`src/rtl/mod_updown_counter_if.sv`:
```
// Bus bundle for mod_updown_counter: control inputs, count, terminal count and wrap pulse.
// With MOD_UPDOWN_COUNTER_GRAY_OUT_EN defined the bundle also carries count_gray.
interface mod_updown_counter_if #(
  parameter int WIDTH = 3
);
  logic             en;
  logic             up;
  logic             load;
  logic [WIDTH-1:0] load_val;
  logic [WIDTH-1:0] count;
  logic             tc;
  logic             wrap;
`ifdef MOD_UPDOWN_COUNTER_GRAY_OUT_EN
  logic [WIDTH-1:0] count_gray;

  modport master (output en, up, load, load_val, input count, tc, wrap, count_gray);
  modport slave  (input en, up, load, load_val, output count, tc, wrap, count_gray);
`else
  modport master (output en, up, load, load_val, input count, tc, wrap);
  modport slave  (input en, up, load, load_val, output count, tc, wrap);
`endif
endinterface

```
`src/rtl/mod_updown_counter.sv`:
```
// Parametrised modulo-N up/down counter with load, saturate-or-wrap mode, tc flag and wrap pulse.
// Optional feature macro: MOD_UPDOWN_COUNTER_GRAY_OUT_EN adds a registered Gray-coded count output.
module mod_updown_counter #(
  parameter int WIDTH       = 3,
  parameter int MODULUS     = 8,
  parameter int RESET_VALUE = 0,
  parameter int SATURATE    = 0
) (
  input  logic                  clk,
  input  logic                  rst,
  mod_updown_counter_if.slave   bus
);

  localparam logic [WIDTH-1:0] MAX_C = WIDTH'(MODULUS - 1);
  localparam logic [WIDTH-1:0] RST_C = WIDTH'(RESET_VALUE);

  if (WIDTH < 1) begin : g_bad_width
    $fatal(1, "mod_updown_counter: WIDTH must be >= 1");
  end
  if (MODULUS < 2) begin : g_bad_mod_low
    $fatal(1, "mod_updown_counter: MODULUS must be >= 2");
  end
  if (WIDTH < 31 && MODULUS > (1 << WIDTH)) begin : g_bad_mod_high
    $fatal(1, "mod_updown_counter: MODULUS must be <= 2**WIDTH");
  end
  if (RESET_VALUE < 0 || RESET_VALUE >= MODULUS) begin : g_bad_reset
    $fatal(1, "mod_updown_counter: RESET_VALUE must be < MODULUS");
  end

  logic [WIDTH-1:0] count_q, count_d;
  logic             wrap_q, wrap_d;
  logic             atMax, atMin;

  assign atMax = (count_q == MAX_C);
  assign atMin = (count_q == '0);

  // Limits are detected by comparison, so a short modulus never relies on 2**WIDTH rollover.
  always_comb begin
    count_d = count_q;
    wrap_d  = 1'b0;
    if (bus.load) begin
      count_d = (bus.load_val > MAX_C) ? MAX_C : bus.load_val;
    end else if (bus.en) begin
      if (bus.up) begin
        if (!atMax) begin
          count_d = count_q + 1'b1;
        end else if (SATURATE == 0) begin
          count_d = '0;
          wrap_d  = 1'b1;
        end
      end else begin
        if (!atMin) begin
          count_d = count_q - 1'b1;
        end else if (SATURATE == 0) begin
          count_d = MAX_C;
          wrap_d  = 1'b1;
        end
      end
    end
  end

  always_ff @(posedge clk) begin
    if (rst) begin
      count_q <= RST_C;
      wrap_q  <= 1'b0;
    end else begin
      count_q <= count_d;
      wrap_q  <= wrap_d;
    end
  end

  assign bus.count = count_q;
  assign bus.wrap  = wrap_q;
  assign bus.tc    = bus.en & (bus.up ? atMax : atMin);

`ifdef MOD_UPDOWN_COUNTER_GRAY_OUT_EN
  function automatic logic [WIDTH-1:0] toGray(input logic [WIDTH-1:0] bin);
    return bin ^ (bin >> 1);
  endfunction

  logic [WIDTH-1:0] gray_q;

  // Encoded from the next-state value so the Gray output lands on the same edge as count.
  always_ff @(posedge clk) begin
    if (rst) begin
      gray_q <= toGray(RST_C);
    end else begin
      gray_q <= toGray(count_d);
    end
  end

  assign bus.count_gray = gray_q;
`endif

endmodule

```
`src/flat_wrapper.sv`:
```
// flat-port wrapper written by rule: the top's interface ports become plain ports
module mod_updown_counter_flat 
#(
  parameter int WIDTH       = 3,
  parameter int MODULUS     = 8,
  parameter int RESET_VALUE = 0,
  parameter int SATURATE    = 0
)
  (clk, rst, bus_en, bus_up, bus_load, bus_load_val, bus_count, bus_tc, bus_wrap);
  mod_updown_counter_if #(.WIDTH(WIDTH)) bus_i ();
  input  logic clk;
  input  logic rst;
  input wire logic [$bits(bus_i.en)-1:0] bus_en;
  input wire logic [$bits(bus_i.up)-1:0] bus_up;
  input wire logic [$bits(bus_i.load)-1:0] bus_load;
  input wire logic [$bits(bus_i.load_val)-1:0] bus_load_val;
  output wire logic [$bits(bus_i.count)-1:0] bus_count;
  output wire logic [$bits(bus_i.tc)-1:0] bus_tc;
  output wire logic [$bits(bus_i.wrap)-1:0] bus_wrap;
  assign bus_i.en = bus_en;
  assign bus_i.up = bus_up;
  assign bus_i.load = bus_load;
  assign bus_i.load_val = bus_load_val;
  assign bus_count = bus_i.count;
  assign bus_tc = bus_i.tc;
  assign bus_wrap = bus_i.wrap;
  mod_updown_counter #(.WIDTH(WIDTH), .MODULUS(MODULUS), .RESET_VALUE(RESET_VALUE), .SATURATE(SATURATE)) u_core (.clk(clk), .rst(rst), .bus(bus_i));
endmodule
```
`config.mk`:
```
export PLATFORM = sky130hd
export DESIGN_NAME = mod_updown_counter_flat
export DESIGN_NICKNAME = d
export VERILOG_FILES = /design/src/rtl/mod_updown_counter_if.sv /design/src/rtl/mod_updown_counter.sv /design/src/flat_wrapper.sv
export SDC_FILE = /design/constraint.sdc
export NUM_CORES = 1
export LEC_CHECK = 0
export BUFFER_PORTS_ARGS = -buffer_cell sky130_fd_sc_hd__buf_4
export CORE_AREA = 2 2 39 41
export CTS_CLUSTER_SIZE = 40
export DETAILED_ROUTE_END_ITERATION = 10
export DIE_AREA = 0 0 41 43
export GPL_ROUTABILITY_DRIVEN = 1
export PLACE_DENSITY = 0.41
export SYNTH_ARGS = -nofsm -noshare
export SYNTH_HDL_FRONTEND = slang
export SYNTH_SLANG_ARGS = --single-unit
export TNS_END_PERCENT = 50
```
`constraint.sdc`:
```
create_clock -name clk -period 3.8 [get_ports clk]
set_clock_uncertainty 0.2 [all_clocks]
set_input_delay 0.57 -clock clk [delete_from_list [all_inputs] [get_ports clk]]
set_output_delay 0.57 -clock clk [all_outputs]
set_load 0.1 [all_outputs]
```
==> results.py <==
metrics = {
    "timing": {
        "period_needed_ps": 2300,
        "fmax_mhz": 435,
        "slew_headroom_pct": 81.5,
        "rsz0062_at_grt": "false",
        "worst_pin_slew_ps": 279,
        "finalCritPeriodShare_pct": 60.5,
        "finalHoldViolCount": 0,
        "setup_tns_ps": 0,
        "setup_violations": 0,
        "slew_violations": 0,
    },
    "global_routing": {
        "grt_max_degree": 8,
        "grt_util_met1_pct": 9.24,
        "grt_use_total_pct": 8.11,
        "grt_use_met3_pct": 1.57,
        "grt_pass1_wl_um": 959,
        "grt_pass1_vias": 265,
        "grt.overflow.total": 0,
        "busiest_layer": "met2",
        "antenna_found_initial": 0,
        "grtUsageMet2_pct": 12.5,
    },
    "worst_setup_path": {
        "critPathMaxFanout": 5,
        "required_ps": 3030,
        "cp.arrival_ps": 1530,
        "path_class": "reg2out",
        "start_kind": "flip-flop",
        "end_kind": "output pin",
    },
    "clock_network": {
        "cts_tree": "built",
        "clockBufferDepth": 2,
        "h-tree-depth": 1,
        "clock-sinks": 4,
        "hold_buffers": 0,
        "postCtsSetupBuffers": 0,
        "cts-root-buf": "clkbuf_4",
        "clock_latency_ps": 230,
        "cts.clk_slew.worst_paths_ps": 40,
        "cts.repair.resized": 0,
        "cts_buffers": 3,
    },
    "power_and_ir_drop": {
        "clockPowerShare_pct": 31.8,
        "p_seq_share_pct": 30.5,
        "p_int_mw": 0.100,
        "ir_drop_uv": 158,
        "p_per_area_nw_per_um2": 369,
        "p_comb_share_pct": 37.7,
        "switching_share_pct": 37.1,
        "power.leakage_nw": 0.207,
        "switchingPower_mw": 0.0592,
    },
    "detailed_routing": {
        "vias_per_cell": 4.34,
        "drc": 0,
        "drtAntennaViolNets": 0,
        "drt_pass1_iterations": 2,
        "routedWlPerCell_um": 9.25,
        "wl_um": 620,
        "drt_iter0_markers": 3,
        "vias": 291,
    },
    "logic_synthesis": {
        "synthArstFlopShare_pct": 0,
        "yosysTopAreaCellShare_pct": 26.7,
        "synth_edf_count": 0,
        "syn_avg_cell_area_um2": 8.34,
        "synth_nets": 48,
        "ys.flop_type": "dfxtp_1",
        "netlist_area_um2": 300,
        "yosysUniqueCellTypes": 17,
        "ys_ff_latch": 4,
        "ys_top_cells_by_area": "dfxtp_1 (27%), ha_1 (17%), a21oi_1 (10%)",
        "yosys_warnings": 0,
        "yosys.area.top_type": "dfxtp_1",
        "seq_area_frac_synth_pct": 26.7,
        "yosys-top-cells-count": "a21oi_1 (6), inv_1 (6), dfxtp_1 (4), ha_1 (4)",
        "synthCells": 36,
    },
    "placed_design": {
        "place_area_um2": 410,
        "routabilityCongestion": 0.725,
        "port-buffer-count": 12,
        "hpwlAfterDp_um": 531,
    },
    "final_layout": {
        "antenna_cells": 0,
        "area_growth_pct": 44.2,
        "nNetsFinal": 65,
        "drive_gt1_share_pct": 35.3,
        "final_area_um2": 433,
    },
    "min_path": {
        "hp-class": "in2reg",
    },
    "die": {
        "coreArea_um2": 1380,
        "boundaryPins": 13,
        "die_area_um2": 1760,
        "die_w_um": 41,
        "start_util_pct": 21.7,
        "fp.dieH_um": 43,
        "row_count": 14,
    },
    "status": {
        "outcome": "finished clean",
    },
    "flow_run": {
        "drv_cap": 0,
    },
}
## cell usage in the layout (no fill, tap or decap), types with 2 or more instances in the layout
cell	netlist	layout
buf_4	0	12
inv_1	6	6
a21oi_1	6	6
ha_1	4	4
dfxtp_1	4	4
clkbuf_4	0	3
o21ai_0	2	2
nor2b_1	2	2
nor3b_1	2	2
## final timing paths
check,from,slack [ps],cells past startpoint,to
setup / recovery,u_core.bus.count[0],1500,6,bus_tc
hold / removal,rst,330,2,u_core.bus.count[1]
setup reg to reg,u_core.bus.count[0],2210,5,u_core.bus.count[2]
hold reg to reg,u_core.bus.count[0],400,2,u_core.bus.count[0]
## power by group through the flow
stage / logic (mW) / clock network (mW) / registers (mW)
2_1_floorplan: 0.0232 / 0 / 0.0693
3_3_place_gp: 0.0615 / 0 / 0.0496
3_5_place_dp: 0.0605 / 0 / 0.0495
4_1_cts: 0.0608 / 0.0539 / 0.0489
5_1_grt: 0.0647 / 0.0563 / 0.0493
6_report: 0.0601 / 0.0508 / 0.0487
## state kept, by name, summed over array words and instances (netlist names)
signal and cells:
u_core.bus.count 3, u_core.bus.wrap 1
## per-layer routing
metal | share of wire, % | vias to the layer above
met4 | 0 | 0
met2 | 48 | 7
met5 | 0 | -
met1 | 48 | 127
li1 | - | 157
met3 | 4.0 | 0
## layout make-up
class	count	area, µm²
clock buffers	3	22.5
fillers	159	951
inverters	6	22.5
multi-input cells	26	198
flip-flops and latches	4	80.1
well taps	16	20.0
repair buffers	12	90.1
## cells by family after synthesis
logic type | count (synthesis) | synth area share, %
compound gates | 12 | 26.3
flops | 4 | 26.7
fa+ha+maj | 4 | 16.7
buf+inv | 6 | 7.50
simple gates | 10 | 22.9
## worst max-delay path, cell delays in order (launching register included)
cell and delay [ps]:
dfxtp_1 380, inv_1 80, ha_1 210, nor3b_2 160, a21oi_1 160, nor2_1 60, buf_4 230
## through the flow
step | worst slack, ps | total power [mW] | util [%] | hold WS, ps | cells
4_1_cts | 1480 | 0.164 | 31.3 | 323 | 67
5_1_grt | 1390 | 0.170 | 31.3 | 335 | 67
3_5_place_dp | 1680 | 0.110 | 29.7 | 393 | 64
6_report | 1500 | 0.160 | 31.3 | 331 | 67
2_1_floorplan | 258 | 0.0925 | - | 436 | 36
3_3_place_gp | 1650 | 0.111 | 29.7 | 402 | 64
No activity file was read; power rests on OpenSTA's default activity.
